### src/rtl/div_pkg.sv
// Shared definitions for the divider sequencing front end: operation
// encodings, controller states, default width and the two RISC-V
// special-case bit patterns.
package div_pkg;

  localparam int XLEN_DEF = 32;

  localparam logic [XLEN_DEF-1:0] INT_MIN  = {1'b1, {(XLEN_DEF-1){1'b0}}};
  localparam logic [XLEN_DEF-1:0] ALL_ONES = {XLEN_DEF{1'b1}};

  // funct3[1:0] of the M-extension divide group
  typedef enum logic [1:0] {
    OP_DIV  = 2'b00,
    OP_DIVU = 2'b01,
    OP_REM  = 2'b10,
    OP_REMU = 2'b11
  } div_op_e;

  typedef enum logic [1:0] {
    ST_IDLE = 2'b00,
    ST_WAIT = 2'b01,
    ST_FIN  = 2'b10
  } div_state_e;

  // DIV and REM treat their operands as two's complement
  function automatic logic isSignedOp(input logic [1:0] op);
    return (op == OP_DIV) || (op == OP_REM);
  endfunction

  // REM and REMU return the remainder rather than the quotient
  function automatic logic isRemOp(input logic [1:0] op);
    return (op == OP_REM) || (op == OP_REMU);
  endfunction

endpackage

### src/rtl/div_sign_fix.sv
// Conditional two's complement on one or more independent lanes. Used to
// strip signs off the operands before the unsigned core and to put the
// sign back on the core's answer.
module div_sign_fix #(
  parameter int W     = 32,
  parameter int LANES = 1
) (
  input  logic [LANES-1:0][W-1:0] value_i,
  input  logic [LANES-1:0]        negate_i,
  output logic [LANES-1:0][W-1:0] value_o
);

  // Each lane is negated only when its flag is set; INT_MIN maps to itself,
  // which is exactly the unsigned magnitude the core expects.
  always_comb begin
    value_o = value_i;
    for (int i = 0; i < LANES; i++) begin
      if (negate_i[i]) begin
        value_o[i] = ~value_i[i] + W'(1);
      end
    end
  end

endmodule

### src/rtl/div_ctrl.sv
// Sequencing front end for the pipelined unsigned divider core. Accepts one
// DIV/DIVU/REM/REMU request, answers divide-by-zero and signed overflow on
// its own, otherwise hands magnitudes to the core, waits out its latency,
// re-signs the answer and pulses done with the result.
module div_ctrl
  import div_pkg::*;
#(
  parameter int XLEN     = XLEN_DEF,
  parameter int CORE_LAT = 34
) (
  input  logic            clk,
  input  logic            rst,
  input  logic            start,
  input  logic [1:0]      op,
  input  logic [XLEN-1:0] rs1,
  input  logic [XLEN-1:0] rs2,
  input  logic            kill,
  output logic            busy,
  output logic            done,
  output logic [XLEN-1:0] result,
  output logic [XLEN-1:0] core_dividend,
  output logic [XLEN-1:0] core_divisor,
  output logic            core_valid,
  input  logic [XLEN-1:0] core_quot,
  input  logic [XLEN-1:0] core_rem,
  input  logic            core_ready
);

  localparam int CNT_W = $clog2(CORE_LAT + 1);

  div_state_e       state_q, state_d;
  logic [CNT_W-1:0] cnt_q, cnt_d;
  logic             remSel_q, remSel_d;
  logic             negQuot_q, negQuot_d;
  logic             negRem_q, negRem_d;
  logic [XLEN-1:0]  dividend_q, dividend_d;
  logic [XLEN-1:0]  divisor_q, divisor_d;
  logic [XLEN-1:0]  result_q, result_d;

  logic                 accept;
  logic                 signedReq;
  logic                 remReq;
  logic                 divZero;
  logic                 overflow;
  logic [XLEN-1:0]      specialResult;
  logic [1:0][XLEN-1:0] opsRaw;
  logic [1:0][XLEN-1:0] opsMag;
  logic [1:0]           opsNeg;
  logic [0:0][XLEN-1:0] coreSel;
  logic [0:0][XLEN-1:0] coreSigned;
  logic [0:0]           coreNeg;

  assign signedReq = isSignedOp(op);
  assign remReq    = isRemOp(op);
  assign divZero   = (rs2 == '0);
  assign overflow  = signedReq && (rs1 == INT_MIN) && (rs2 == ALL_ONES);

  // A request is only taken between operations, and a flush always wins.
  assign accept = start && !kill && ((state_q == ST_IDLE) || (state_q == ST_FIN));

  // Divide-by-zero takes priority over overflow (rs2 == 0 cannot overflow).
  assign specialResult = divZero ? (remReq ? rs1 : ALL_ONES)
                                 : (remReq ? '0  : INT_MIN);

  // Lane 0 is the dividend, lane 1 the divisor.
  assign opsRaw = {rs2, rs1};
  assign opsNeg = {signedReq && rs2[XLEN-1], signedReq && rs1[XLEN-1]};

  div_sign_fix #(
    .W     (XLEN),
    .LANES (2)
  ) u_opMag (
    .value_i  (opsRaw),
    .negate_i (opsNeg),
    .value_o  (opsMag)
  );

  // Select quotient or remainder first so one negator serves both.
  assign coreSel[0] = remSel_q ? core_rem : core_quot;
  assign coreNeg[0] = remSel_q ? negRem_q : negQuot_q;

  div_sign_fix #(
    .W     (XLEN),
    .LANES (1)
  ) u_resSign (
    .value_i  (coreSel),
    .negate_i (coreNeg),
    .value_o  (coreSigned)
  );

  // Next-state and datapath update: countdown in WAIT, capture from the core,
  // accept of a new request, and flush override last so it dominates.
  always_comb begin
    state_d    = state_q;
    cnt_d      = cnt_q;
    remSel_d   = remSel_q;
    negQuot_d  = negQuot_q;
    negRem_d   = negRem_q;
    dividend_d = dividend_q;
    divisor_d  = divisor_q;
    result_d   = result_q;

    case (state_q)
      ST_WAIT: begin
        if (cnt_q != '0) begin
          cnt_d = cnt_q - CNT_W'(1);
        end else if (core_ready) begin
          result_d = coreSigned[0];
          state_d  = ST_FIN;
        end
      end
      ST_FIN: begin
        state_d = ST_IDLE;
      end
      default: begin
        state_d = state_q;
      end
    endcase

    if (accept) begin
      remSel_d   = remReq;
      negQuot_d  = signedReq && (rs1[XLEN-1] ^ rs2[XLEN-1]);
      negRem_d   = signedReq && rs1[XLEN-1];
      dividend_d = opsMag[0];
      divisor_d  = opsMag[1];
      if (divZero || overflow) begin
        result_d = specialResult;
        state_d  = ST_FIN;
      end else begin
        cnt_d   = CNT_W'(CORE_LAT);
        state_d = ST_WAIT;
      end
    end

    if (kill) begin
      state_d  = ST_IDLE;
      cnt_d    = '0;
      result_d = result_q;
    end
  end

  // Controller state and latency counter.
  always_ff @(posedge clk or posedge rst) begin
    if (rst) begin
      state_q <= ST_IDLE;
      cnt_q   <= '0;
    end else begin
      state_q <= state_d;
      cnt_q   <= cnt_d;
    end
  end

  // Request bookkeeping, core operands and the held result.
  always_ff @(posedge clk or posedge rst) begin
    if (rst) begin
      remSel_q   <= 1'b0;
      negQuot_q  <= 1'b0;
      negRem_q   <= 1'b0;
      dividend_q <= '0;
      divisor_q  <= '0;
      result_q   <= '0;
    end else begin
      remSel_q   <= remSel_d;
      negQuot_q  <= negQuot_d;
      negRem_q   <= negRem_d;
      dividend_q <= dividend_d;
      divisor_q  <= divisor_d;
      result_q   <= result_d;
    end
  end

  assign busy          = (state_q == ST_WAIT);
  assign core_valid    = (state_q == ST_WAIT);
  assign done          = (state_q == ST_FIN);
  assign result        = result_q;
  assign core_dividend = dividend_q;
  assign core_divisor  = divisor_q;

endmodule

### config.mk
export PLATFORM = sky130hd
export DESIGN_NAME = div_ctrl
export DESIGN_NICKNAME = d
export VERILOG_FILES = /design/src/rtl/div_pkg.sv /design/src/rtl/div_sign_fix.sv /design/src/rtl/div_ctrl.sv
export SDC_FILE = /design/constraint.sdc
export NUM_CORES = 1
export LEC_CHECK = 0
export BUFFER_PORTS_ARGS = -buffer_cell sky130_fd_sc_hd__buf_2
export CAP_MARGIN = 20
export CORE_MARGIN = 10
export CORE_UTILIZATION = 31
export CTS_CLUSTER_DIAMETER = 200
export DETAILED_ROUTE_END_ITERATION = 16
export GPL_TIMING_DRIVEN = 0
export HOLD_SLACK_MARGIN = 0.1
export PLACE_DENSITY = 0.55
export SLEW_MARGIN = 20
export SYNTH_ARGS = -nofsm -noshare
export SYNTH_HDL_FRONTEND = slang
export SYNTH_HIERARCHICAL = 1
export SYNTH_SLANG_ARGS = --single-unit
### constraint.sdc
create_clock -name clk -period 4.8 [get_ports clk]
set_clock_uncertainty 0.15 [all_clocks]
set_input_delay 0.72 -clock clk [delete_from_list [all_inputs] [get_ports clk]]
set_output_delay 0.72 -clock clk [all_outputs]
set_load 0.01 [all_outputs]
**Word level (Yosys, flattened, before mapping)**

Index checks and enable logic that the tools add are counted.
Widths: inputs -> output; s select.

- Multiplexer cells: 24
- Bitwise operators: 4
- Equality and inequality tests: 8
- $add $sub $neg: 4
- Reduce and logical (&&, ||, !) cells: 18

Operators with widths:

| kind | count |
|---|---|
| $mux 32 | 12 |
| $add 32x1->32 const B | 3 |
| $not 32->32 | 3 |
| $eq 32x32->1 const B | 2 |
| $logic_not 32->1 | 1 |
| $mux 6 | 5 |
| $mux 2 | 5 |
| $logic_and 1x1->1 | 7 |
| $eq 2x2->1 const B | 3 |
| $reduce_bool 6->1 | 1 |
| $sub 6x1->6 const B | 1 |
| $logic_not 2->1 | 2 |
| $logic_or 1x1->1 | 4 |
| $ne 4x2->1 const B | 1 |
| $ne 4x4->1 const B | 1 |
| $pmux 2 s2 | 1 |
| $reduce_bool 4->1 | 1 |
| $reduce_and 3->1 | 1 |
| $eq 2x1->1 const B | 1 |
| $logic_not 1->1 | 1 |
| $mux 1 | 1 |
| $xor 1x1->1 | 1 |

- Bits in registers: 107
- Output and inout port bits: 99
- Word-level logic and storage cells: 66
- Input port bits: 135

**Longest topological paths before layout**

Gate-level depths: netlist of the first run.

- Word-level depth: 9
- Depth in mapped cells: 12
- Mapped depth without buffers: 11

**Modules after synthesis**

The synthesis of the first run kept the hierarchy.

By module, submodules not included:

| module | area an instance (um^2) | times used | sequential area each (um^2) | cells each |
|---|---|---|---|---|
| div_ctrl | 6,453.7 | 1 | 2,677.6 | 778 |
| div_sign_fix at u_opMag | 1,452.6 | 1 | 0.0 | 189 |
| div_sign_fix at u_resSign | 777.0 | 1 | 0.0 | 99 |

**Least setup slack after synthesis of the first run**

OpenSTA, ideal clock, no wires.

- Kind: register to register
- Start point: register remSel_q
- End point: register result_q[27], in the netlist result[27]
- Data arrival time: 2.979 ns
- Cell stages (with the launch flop): 12
- Period minus slack after synthesis: 3.252 ns
- Setup time: 0.124 ns
- Path buffers: 2
- Setup slack: 1.548 ns
- Required time: 4.526 ns
- Cells stage by stage: dfrtp_1 > clkbuf_1 > clkbuf_1 > mux2_2 > nor4_4 > nand4b_2 > o41ai_2 > xnor2_1 > and4_2 > o32ai_1 > a21oi_1 > o31a_1

RTL lines:

| what | RTL line | RTL |
|---|---|---|
| from (decl) | div_ctrl.sv:33 | `logic remSel_q, remSel_d;` |
| from (signal assigned) | div_ctrl.sv:163 | `remSel_q <= remSel_d;` |
| to (signal assigned) | div_ctrl.sv:168 | `result_q <= result_d;` |
| to (decl) | div_ctrl.sv:38 | `logic [XLEN-1:0] result_q, result_d;` |

==> results.sh, run 1 <==
export IMPL_finalSetupViolCount=0
export IMPL_crit_path_start_kind="flop"
export IMPL_p_leak_nw=4.69
export IMPL_seq_area_frac_synth=0.308
export IMPL_fin_crit_sh=0.815
export IMPL_mostFrequentLayoutCell="nand2_1"
export IMPL_gp_congestion=0.877
export IMPL_cts_clk_slew_worst_paths_ns=0.08
export IMPL_htree_num_levels=3
export IMPL_yosysWarnings=6
export IMPL_critical_path_class="reg2reg"
export IMPL_drt_iter0_drc=685
export IMPL_finalInstanceArea_sq_um=10600
export IMPL_yosys_area_top_type_share=0.308
export IMPL_synthToLayoutAreaGrowth_pct=22.4
export IMPL_worstPathMaxFanout=10
export IMPL_viasPerCell=5.20
export IMPL_synthTopCellsByArea="dfrtp_1, nand2_1, xnor2_1, mux2_2, a21oi_1"
export IMPL_rsz0062_at_grt="false"
export IMPL_synth_top_area_cell="dfrtp_1"
export IMPL_worstSetupEndpointType="flop"
export IMPL_ys_flop_type="dfrtp_1"
export IMPL_die_y_um=187
export IMPL_slew_violations=0
export IMPL_antenna_found_initial=5
export IMPL_hold_class="in2async"
export IMPL_syn_nets=1205
export IMPL_placedInstanceArea_sq_um=10300
export IMPL_max_cap_violations=0
export IMPL_cts_setup_buffers=0
export IMPL_drc=0
export IMPL_clock_sinks=107
export IMPL_dieArea_sq_um=35100
export IMPL_hold_viol=0
export IMPL_totalNegativeSetupSlack_ns=0
export IMPL_peakVddDrop_v=0.000176
export IMPL_max_stage_delay_ns=0.58
export IMPL_initial_core_util=0.313
export IMPL_die_x_um=187
export IMPL_final_cell_mix="nand2_1, buf_2, dfrtp_1, xnor2_1, inv_1"
export IMPL_grt_max_degree=60
export IMPL_worst_pin_slew_ns=0.999
export IMPL_syn_avg_cell_area_sq_um=8.15
export IMPL_io_buffer_count=230
export IMPL_num_nets_final=1447
export IMPL_worstPathArrival_ns=4.00
export IMPL_syn_area_sq_um=8680
export IMPL_cts_root_buf="clkbuf_16"
export IMPL_finalWorstSetupSlack_ns=0.888
export IMPL_cts_tree="built"
export IMPL_synthDistinctLibCells=53
export IMPL_crit_chain="clkbuf_1, clkbuf_1, mux2_2, nor4_1, nand4b_2, o41ai_2, xnor2_1, and4_2, o32ai_1, a21oi_1, o31a_1"
export IMPL_dpl_hpwl_mm=26.4
export IMPL_drt_first_pass_iters=7
export IMPL_slew_headroom=0.328
export IMPL_drive_gt1_frac=0.257
export IMPL_core_sq_um=27700
export IMPL_wl_per_cell_um=19.4
export IMPL_grtUsageTotal=0.181
export IMPL_cts_resized=0
export IMPL_final_cells=1697
export IMPL_max_freq_mhz=256
export IMPL_status="finished, final reports clean"
export IMPL_min_period_ns=3.91
export IMPL_cp_required_ns=4.89
export IMPL_wl_mm=32.9
export IMPL_worst_path_max_delay_cell="clkbuf_1"
export IMPL_power_density_nw_per_um2=356
export IMPL_dr_total_vias=8816
export IMPL_cts_hold_fix_buffers=0
export IMPL_num_rows=61
export IMPL_synth_edf_count=0
export IMPL_io_pins=234
export IMPL_dp_cells=1675
export IMPL_pre_cts_slack_ns=0.913
export IMPL_crit_top_cell="clkbuf_1"
export IMPL_grt_pass1_wl_mm=51.5
export IMPL_grt_pass1_vias=9106
export IMPL_ys_async_sr_fraction=1.00
export IMPL_gr_total_overflow=0
export IMPL_clk_latency_ns=0.35
export IMPL_reg2regPathDepth=11
export IMPL_ys_ff_latch=107
export IMPL_cts_buffers=9
export IMPL_syn_instance_count=1066
export IMPL_ant_nets=0
export IMPL_cts_max_path_buffers=2
-- critical path: cells and delay by family, from the launching register on --
family,cells,cell delay (ns)
multiplexers,1,0.44
AO/OA/AOI/OAI,4,0.84
AND/OR/NAND/NOR,3,0.93
XOR/XNOR,1,0.11
flip-flops,1,0.32
buffers and inverters,2,0.99
-- cell type report --
class | instances | area, sq um
Antenna cell | 6 | 15.0
Tap cell | 378 | 473
Buffer | 88 | 499
Clock inverter | 6 | 42.5
Multi-Input combinational cell | 797 | 5230
Inverter | 74 | 283
Fill cell | 3001 | 17100
Sequential cell | 107 | 2680
Timing Repair Buffer | 231 | 1180
Clock buffer | 10 | 229
-- sequential cells by signal, indices dropped and copies added (netlist names) --
register / count
negRem_q: 1
result: 32
core_divisor: 32
negQuot_q: 1
state_q: 2
remSel_q: 1
cnt_q: 6
core_dividend: 32
-- Yosys cell counts (13+ instances only) --
cell,instances
a21oi_1,64
o31ai_1,29
o32ai_1,31
and4_1,28
o31a_1,31
dfrtp_1,107
nand2_1,259
a31oi_1,31
mux2_2,33
nand4_1,18
clkbuf_1,44
o41ai_1,15
o21ai_0,28
xnor2_1,94
inv_1,74
buf_1,13
nor4_1,21
-- logic make-up after synthesis --
group                      count (synthesis)  synth area share
and+or+nand+nor                          415             0.245
AOI/OAI and AO/OA                        246             0.208
buffers and inverters                    162            0.0895
DFF                                      107             0.308
xor gates and xnor gates                  95            0.0958
muxes                                     37            0.0474
adders and majority gates                  4           0.00576
-- metal layers --
layer | up-vias | track usage | routed length (um) | part of all wire
met5 | - | 0 | 0 | 0
met4 | 0 | 0.0437 | 546 | 0.017
met3 | 34 | 0.0431 | 2350 | 0.071
met2 | 328 | 0.298 | 15400 | 0.47
met1 | 4165 | 0.234 | 14700 | 0.45
li1 | 4289 | - | - | -
-- per-stage QoR --
stage	util	total power, mW	hold WS (ns)
6_report	0.384	3.78	0.287
5_1_grt	0.383	4.06	0.328
4_1_cts	0.383	3.81	0.305
3_5_place_dp	0.373	3.07	0.307
3_3_place_gp	0.372	3.05	0.304
2_1_floorplan	-	2.40	0.291
-- where the power goes --
part           switching [mW]  internal [mW]  leakage [nW]
sequential              0.144           1.14          1.27
combinational            1.03          0.727          3.29
clock                   0.374          0.354         0.128
total                    1.55           2.23          4.69
-- path summary, 6_finish.rpt --
kind,end,slack (ns),from
setup / recovery,result[27],0.89,remSel_q
hold / removal,core_dividend[8],0.29,rst
setup reg to reg,result[27],0.89,remSel_q
hold reg to reg,core_divisor[12],0.32,core_divisor[12]
max in group asynchronous,result[31],3.53,rst
min in group clk,core_divisor[12],0.32,core_divisor[12]
No activity file was read; power rests on OpenSTA's default activity.
==> run 2, diff against run 1 <==
--- a/config.mk
+++ b/config.mk
@@ -5,6 +5,7 @@
 export SDC_FILE = /design/constraint.sdc
 export NUM_CORES = 1
 export LEC_CHECK = 0
+export ABC_AREA = 1
 export BUFFER_PORTS_ARGS = -buffer_cell sky130_fd_sc_hd__buf_2
 export CAP_MARGIN = 20
 export CORE_MARGIN = 10
@@ -13,7 +14,7 @@
 export DETAILED_ROUTE_END_ITERATION = 16
 export GPL_TIMING_DRIVEN = 0
 export HOLD_SLACK_MARGIN = 0.1
-export PLACE_DENSITY = 0.55
+export PLACE_DENSITY = 0.56
 export SLEW_MARGIN = 20
 export SYNTH_ARGS = -nofsm -noshare
 export SYNTH_HDL_FRONTEND = slang
==> constraint.sdc (replaced) <==
create_clock -name clk -period 3.3 [get_ports clk]
set_clock_uncertainty 0.15 [all_clocks]
set_input_delay 0.495 -clock clk [delete_from_list [all_inputs] [get_ports clk]]
set_output_delay 0.495 -clock clk [all_outputs]
set_load 0.01 [all_outputs]
==> run 2 against run 1 <==
Register-to-register slack lost 0.58 ns; design area grew 7.0%; utilization is essentially flat; total power grew 49%; synthesized cell count grew 43%; largest power group unchanged.
==> results.sh, run 2 <==
export IMPL_pre_cts_slack_ns=0.308
export IMPL_max_cap_violations=0
export IMPL_min_period_ns=2.99
export IMPL_ys_async_sr_fraction=1.00
export IMPL_status="finished, final reports clean"
export IMPL_syn_nets=1665
export IMPL_synthToLayoutAreaGrowth_pct=22.0
export IMPL_num_rows=63
export IMPL_drive_gt1_frac=0.235
export IMPL_initial_core_util=0.314
export IMPL_ys_flop_type="dfrtp_1"
export IMPL_synthDistinctLibCells=36
export IMPL_synth_commonest_cells="nand2_1, nor2_1, inv_1, dfrtp_1, nand3_1"
export IMPL_finalSetupViolCount=0
export IMPL_wl_mm=35.2
export IMPL_die_x_um=193
export IMPL_cts_tree="built"
export IMPL_cp_num_buf_inv=2
export IMPL_clock_sinks=107
export IMPL_hold_viol=0
export IMPL_syn_avg_cell_area_sq_um=6.11
export IMPL_dp_cells=2151
export IMPL_cts_max_path_buffers=2
export IMPL_crit_family="buffers and inverters"
export IMPL_fin_crit_sh=0.907
export IMPL_yosys_area_top_type_share=0.287
export IMPL_p_leak_nw=6.15
export IMPL_gp_congestion=0.917
export IMPL_grt_pass1_vias=9951
export IMPL_dpl_hpwl_mm=29.1
export IMPL_power_density_nw_per_um2=494
export IMPL_io_buffer_count=232
export IMPL_io_pins=234
export IMPL_core_sq_um=29600
export IMPL_dr_total_vias=10200
export IMPL_worstPathMaxFanout=10
export IMPL_crit_path_start_kind="flop"
export IMPL_worstSetupEndpointType="flop"
export IMPL_finalWorstSetupSlack_ns=0.308
export IMPL_viasPerCell=4.69
export IMPL_rsz0062_at_grt="false"
export IMPL_cp_required_ns=3.46
export IMPL_ant_nets=0
export IMPL_hold_class="in2reg"
export IMPL_max_freq_mhz=334
export IMPL_clk_latency_ns=0.38
export IMPL_cts_resized=0
export IMPL_cts_root_buf="clkbuf_16"
export IMPL_peakVddDrop_v=0.000242
export IMPL_cts_buffers=9
export IMPL_cts_clk_slew_worst_paths_ns=0.09
export IMPL_antenna_found_initial=5
export IMPL_final_cells=2173
export IMPL_die_y_um=193
export IMPL_final_cell_mix="nand2_1, nor2_1, buf_2, inv_1, dfrtp_1"
export IMPL_crit_top_cell="nand2_1"
export IMPL_mostFrequentLayoutCell="nand2_1"
export IMPL_drc=0
export IMPL_grt_pass1_wl_mm=54.9
export IMPL_critical_path_class="reg2reg"
export IMPL_drt_first_pass_iters=5
export IMPL_worstPathArrival_ns=3.16
export IMPL_totalNegativeSetupSlack_ns=0
export IMPL_slew_headroom=0.526
export IMPL_drt_iter0_drc=863
export IMPL_slew_violations=0
export IMPL_grtUsageTotal=0.182
export IMPL_synth_top_area_cell="dfrtp_1"
export IMPL_dieArea_sq_um=37400
export IMPL_htree_num_levels=3
export IMPL_syn_instance_count=1526
export IMPL_cts_setup_buffers=0
export IMPL_max_stage_delay_ns=0.41
export IMPL_yosys_cell_count_top_type="nand2_1"
export IMPL_num_nets_final=1912
export IMPL_seq_area_frac_synth=0.287
export IMPL_syn_area_sq_um=9320
export IMPL_yosysWarnings=6
export IMPL_ys_ff_latch=107
export IMPL_wl_per_cell_um=16.2
export IMPL_gr_total_overflow=0
export IMPL_synthTopCellsByArea="dfrtp_1, nand2_1, nor2_1, inv_1, nand3_1"
export IMPL_grt_max_degree=31
export IMPL_worst_path_max_delay_cell="clkbuf_1"
export IMPL_crit_chain="clkbuf_1, buf_2, mux2_2, nor2_1, nand2_1, o21ai_2, nand2_1, xor2_1, nand3_1, nand2_1, nand2_1, a21oi_2"
export IMPL_finalPower_mw=5.62
export IMPL_synth_edf_count=0
export IMPL_utilization=0.384
export IMPL_worst_pin_slew_ns=0.708
run 2: cell types whose count changed after synthesis, sizes merged, moves of 32 or more:
cell	change
nand2	+368
nor2	+289
nand3	+84
xnor2	-72
o21ai	+37
and4	-32
inv	+64
run 2: logic make-up (layout without fill, tap and decap cells):
family / count (synthesis) / in the layout / synth area share
xor gates and xnor gates: 45 / 45 / 0.0423
and+or+nand+nor: 1030 / 1030 / 0.458
adders and majority gates: 4 / 4 / 0.00537
AOI/OAI and AO/OA: 111 / 111 / 0.0761
buffers and inverters: 197 / 449 / 0.0920
muxes: 32 / 32 / 0.0387
other: 0 / 5 / 0
DFF: 107 / 107 / 0.287
run 2: area by class of cell:
class,instances,area (sq um)
repair buffers,236,1230
fillers,3340,18300
clock inverters,7,88.8
plain buffers,58,329
well taps,390,488
inverters,139,532
clock buffers,9,225
flip-flops and latches,107,2680
diodes,5,12.5
multi-input cells,1222,5780
run 2: worst paths after layout:
kind	start	endpoint	slack (ns)	cells after the start
worst max-delay path	remSel_q	result[16]	0.31	12
worst min-delay path	kill	cnt_q[1]	0.25	2
worst max register to register	remSel_q	result[16]	0.31	12
worst min register to register	core_divisor[16]	core_divisor[16]	0.33	2
max in group asynchronous	rst	cnt_q[0]	1.61	5
min in group asynchronous	rst	negQuot_q	0.62	3
run 2: what timing repair did:
item / 4_1_cts / 5_1_grt
setup endpoints to repair: 0 / 0
hold buffers: 1 / 0
endpoints found under the hold margin: 26 / 0
run 2: where the power goes:
group          internal, mW  switching (mW)
clock network         0.552           0.611
logic                 0.984            1.59
registers              1.65           0.235
run 2: metrics by stage:
| step | instance area (sq um) | hold slack (ns) |
|---|---|---|
| floorplan | 9320 | 0.300 |
| global placement | 11000 | 0.311 |
| detailed placement | 11000 | 0.310 |
| CTS | 11400 | 0.224 |
| global route | 11400 | 0.242 |
| finish | 11400 | 0.245 |
run 2: metal layers:
metal | track usage | up-vias | share of wire
met5 | 0 | - | 0.00020
met4 | 0.0386 | 2 | 0.013
met3 | 0.0434 | 26 | 0.065
met2 | 0.312 | 300 | 0.48
met1 | 0.225 | 4660 | 0.45
li1 | - | 5198 | -
==> run 3, diff against run 2 <==
--- a/config.mk
+++ b/config.mk
@@ -14,7 +14,7 @@
 export DETAILED_ROUTE_END_ITERATION = 16
 export GPL_TIMING_DRIVEN = 0
 export HOLD_SLACK_MARGIN = 0.1
-export PLACE_DENSITY = 0.56
+export PLACE_DENSITY = 0.54
 export SLEW_MARGIN = 20
 export SYNTH_ARGS = -nofsm -noshare
 export SYNTH_HDL_FRONTEND = slang
==> constraint.sdc (replaced) <==
create_clock -name clk -period 2.95 [get_ports clk]
set_clock_uncertainty 0.15 [all_clocks]
set_input_delay 0.4425 -clock clk [delete_from_list [all_inputs] [get_ports clk]]
set_output_delay 0.4425 -clock clk [all_outputs]
set_load 0.01 [all_outputs]
==> run 3 against run 2 <==
Worst setup slack gained 0.014 ns; fmax grew 14%; highest routed layer unchanged; worst hold slack lost 0.0040 ns; first-iteration DRC count shrank 15%; largest power group unchanged; largest cell class unchanged; register-to-register slack is essentially flat.
==> results.sh, run 3 (synthesis gave the netlist of run 2 again) <==
export IMPL_num_nets_final=1915
export IMPL_viasPerCell=4.68
export IMPL_crit_path_start_kind="flop"
export IMPL_worstPathMaxFanout=10
export IMPL_antenna_found_initial=4
export IMPL_io_pins=234
export IMPL_hold_viol=0
export IMPL_grt_pass1_vias=10100
export IMPL_fillers=3359
export IMPL_cts_root_buf="clkbuf_16"
export IMPL_wl_per_cell_um=16.3
export IMPL_finalSetupViolCount=0
export IMPL_die_x_um=193
export IMPL_dp_cells=2151
export IMPL_dr_total_vias=10200
export IMPL_worstPathArrival_ns=2.76
export IMPL_status="finished, final reports clean"
export IMPL_cp_required_ns=3.09
export IMPL_clock_sinks=107
export IMPL_peakVddDrop_v=0.000265
export IMPL_cp_num_buf_inv=1
export IMPL_r2r_start="remSel_q"
export IMPL_grt_max_degree=31
export IMPL_worst_pin_slew_ns=0.857
export IMPL_gr_total_overflow=0
export IMPL_final_cell_mix="nand2_1, nor2_1, buf_2, inv_1, dfrtp_1"
export IMPL_max_cap_violations=0
export IMPL_hp_start="kill"
export IMPL_initial_core_util=0.314
export IMPL_max_freq_mhz=380
export IMPL_drive_gt1_frac=0.235
export IMPL_clk_latency_ns=0.35
export IMPL_io_buffer_count=232
export IMPL_grtUsageTotal=0.184
export IMPL_worst_path_max_delay_cell="dfrtp_2"
export IMPL_slew_violations=0
export IMPL_cts_tree="built"
export IMPL_slew_headroom=0.426
export IMPL_die_y_um=193
export IMPL_dpl_hpwl_mm=29.5
export IMPL_utilization=0.383
export IMPL_power_density_nw_per_um2=543
export IMPL_fin_crit_sh=0.891
export IMPL_max_stage_delay_ns=0.45
export IMPL_worstSetupEndpointType="flop"
export IMPL_dieArea_sq_um=37400
export IMPL_htree_num_levels=3
export IMPL_totalNegativeSetupSlack_ns=0
export IMPL_hold_class="in2reg"
export IMPL_crit_start="remSel_q"
export IMPL_ant_nets=0
export IMPL_core_sq_um=29600
export IMPL_crit_top_cell="nand2_1"
export IMPL_wl_mm=35.6
export IMPL_cts_buffers=9
export IMPL_cts_clk_slew_worst_paths_ns=0.07
export IMPL_drt_first_pass_iters=6
export IMPL_crit_chain="clkbuf_4, mux2_2, nor2_2, nand2_1, nor2_1, nor2_1, nor2_2, nand3_1, nand2_1, nand3_1, nand2_1, nand2_1, a21oi_1"
export IMPL_drt_iter0_drc=735
export IMPL_p_leak_nw=6.15
export IMPL_mostFrequentLayoutCell="nand2_1"
export IMPL_cts_max_path_buffers=2
export IMPL_drc=0
export IMPL_min_period_ns=2.63
export IMPL_synthToLayoutAreaGrowth_pct=21.9
export IMPL_critical_path_class="reg2reg"
export IMPL_num_rows=63
export IMPL_grt_pass1_wl_mm=56.0
export IMPL_final_cells=2177
export IMPL_crit_family="simple AND/OR/NAND/NOR gates"
export IMPL_gp_congestion=0.899
export IMPL_rsz0062_at_grt="false"
export IMPL_finalPower_mw=6.17
[run 3: changes by cell type in the layout (fill, tap and decap cells not counted), moves of 2 or more]
cell	before	now
clkbuf_1	20	22
buf_4	10	14
clkinvlp_4	1	3
clkinv_8	2	0
inv_8	2	0
[run 3: report_power, final]
| group | total, mW | internal, mW | switching [mW] |
|---|---|---|---|
| clock network | 1.17 | 0.600 | 0.570 |
| registers | 2.11 | 1.84 | 0.270 |
| logic | 2.89 | 1.11 | 1.77 |
[run 3: through the flow]
step | hold WS, ns | worst slack, ns | instance area (sq um)
detailed placement | 0.310 | -0.0774 | 11000
global route | 0.238 | 0.0475 | 11400
floorplan | 0.300 | 0.551 | 9320
global placement | 0.309 | -0.0543 | 11000
CTS | 0.221 | 0.0797 | 11300
finish | 0.241 | 0.322 | 11400
[run 3: repair_timing]
item / CTS / global route
endpoints found under the setup margin: 3 / 10
pin swaps: 0 / 0
endpoints found under the hold margin: 23 / 0
resized for setup: 0 / 2
hold buffers: 1 / 0
buffers inserted: 0 / 4
[run 3: worst register-to-register path, cell delays in order, from the launching register on]
cell and delay, ns:
dfrtp_2 0.45, clkbuf_4 0.25, mux2_2 0.39, nor2_2 0.16, nand2_1 0.15, nor2_1 0.16
nor2_1 0.06, nor2_2 0.21, nand3_1 0.10, nand2_1 0.11, nand3_1 0.10, nand2_1 0.09
nand2_1 0.05, a21oi_1 0.11
[run 3: path summary, 6_finish.rpt]
check,to,slack (ns),cells after the start
worst max register to register,result[30],0.32,13
max in group asynchronous,remSel_q,1.32,5
min in group asynchronous,core_divisor[27],0.56,3
worst min-delay path,cnt_q[1],0.24,2
worst max-delay path,result[30],0.32,13
worst min register to register,core_divisor[25],0.33,2
[run 3: final cells by class]
cell class	instances	area [sq um]	share of cell area
Clock inverter	3	23.8	0.00209
Inverter	139	532	0.0468
Antenna cell	6	15.0	0.00132
Clock buffer	13	250	0.0220
Buffer	57	328	0.0289
Tap cell	390	488	0.0430
Multi-Input combinational cell	1222	5780	0.509
Sequential cell	107	2680	0.236
Timing Repair Buffer	240	1260	0.111
[run 3: layer usage]
| metal | up-vias | global-route usage | share of wire |
|---|---|---|---|
| met3 | 30 | 0.0360 | 0.060 |
| met2 | 285 | 0.309 | 0.47 |
| met5 | - | 0 | 0.00022 |
| met4 | 2 | 0.0409 | 0.014 |
| met1 | 4675 | 0.239 | 0.46 |
| li1 | 5199 | - | - |
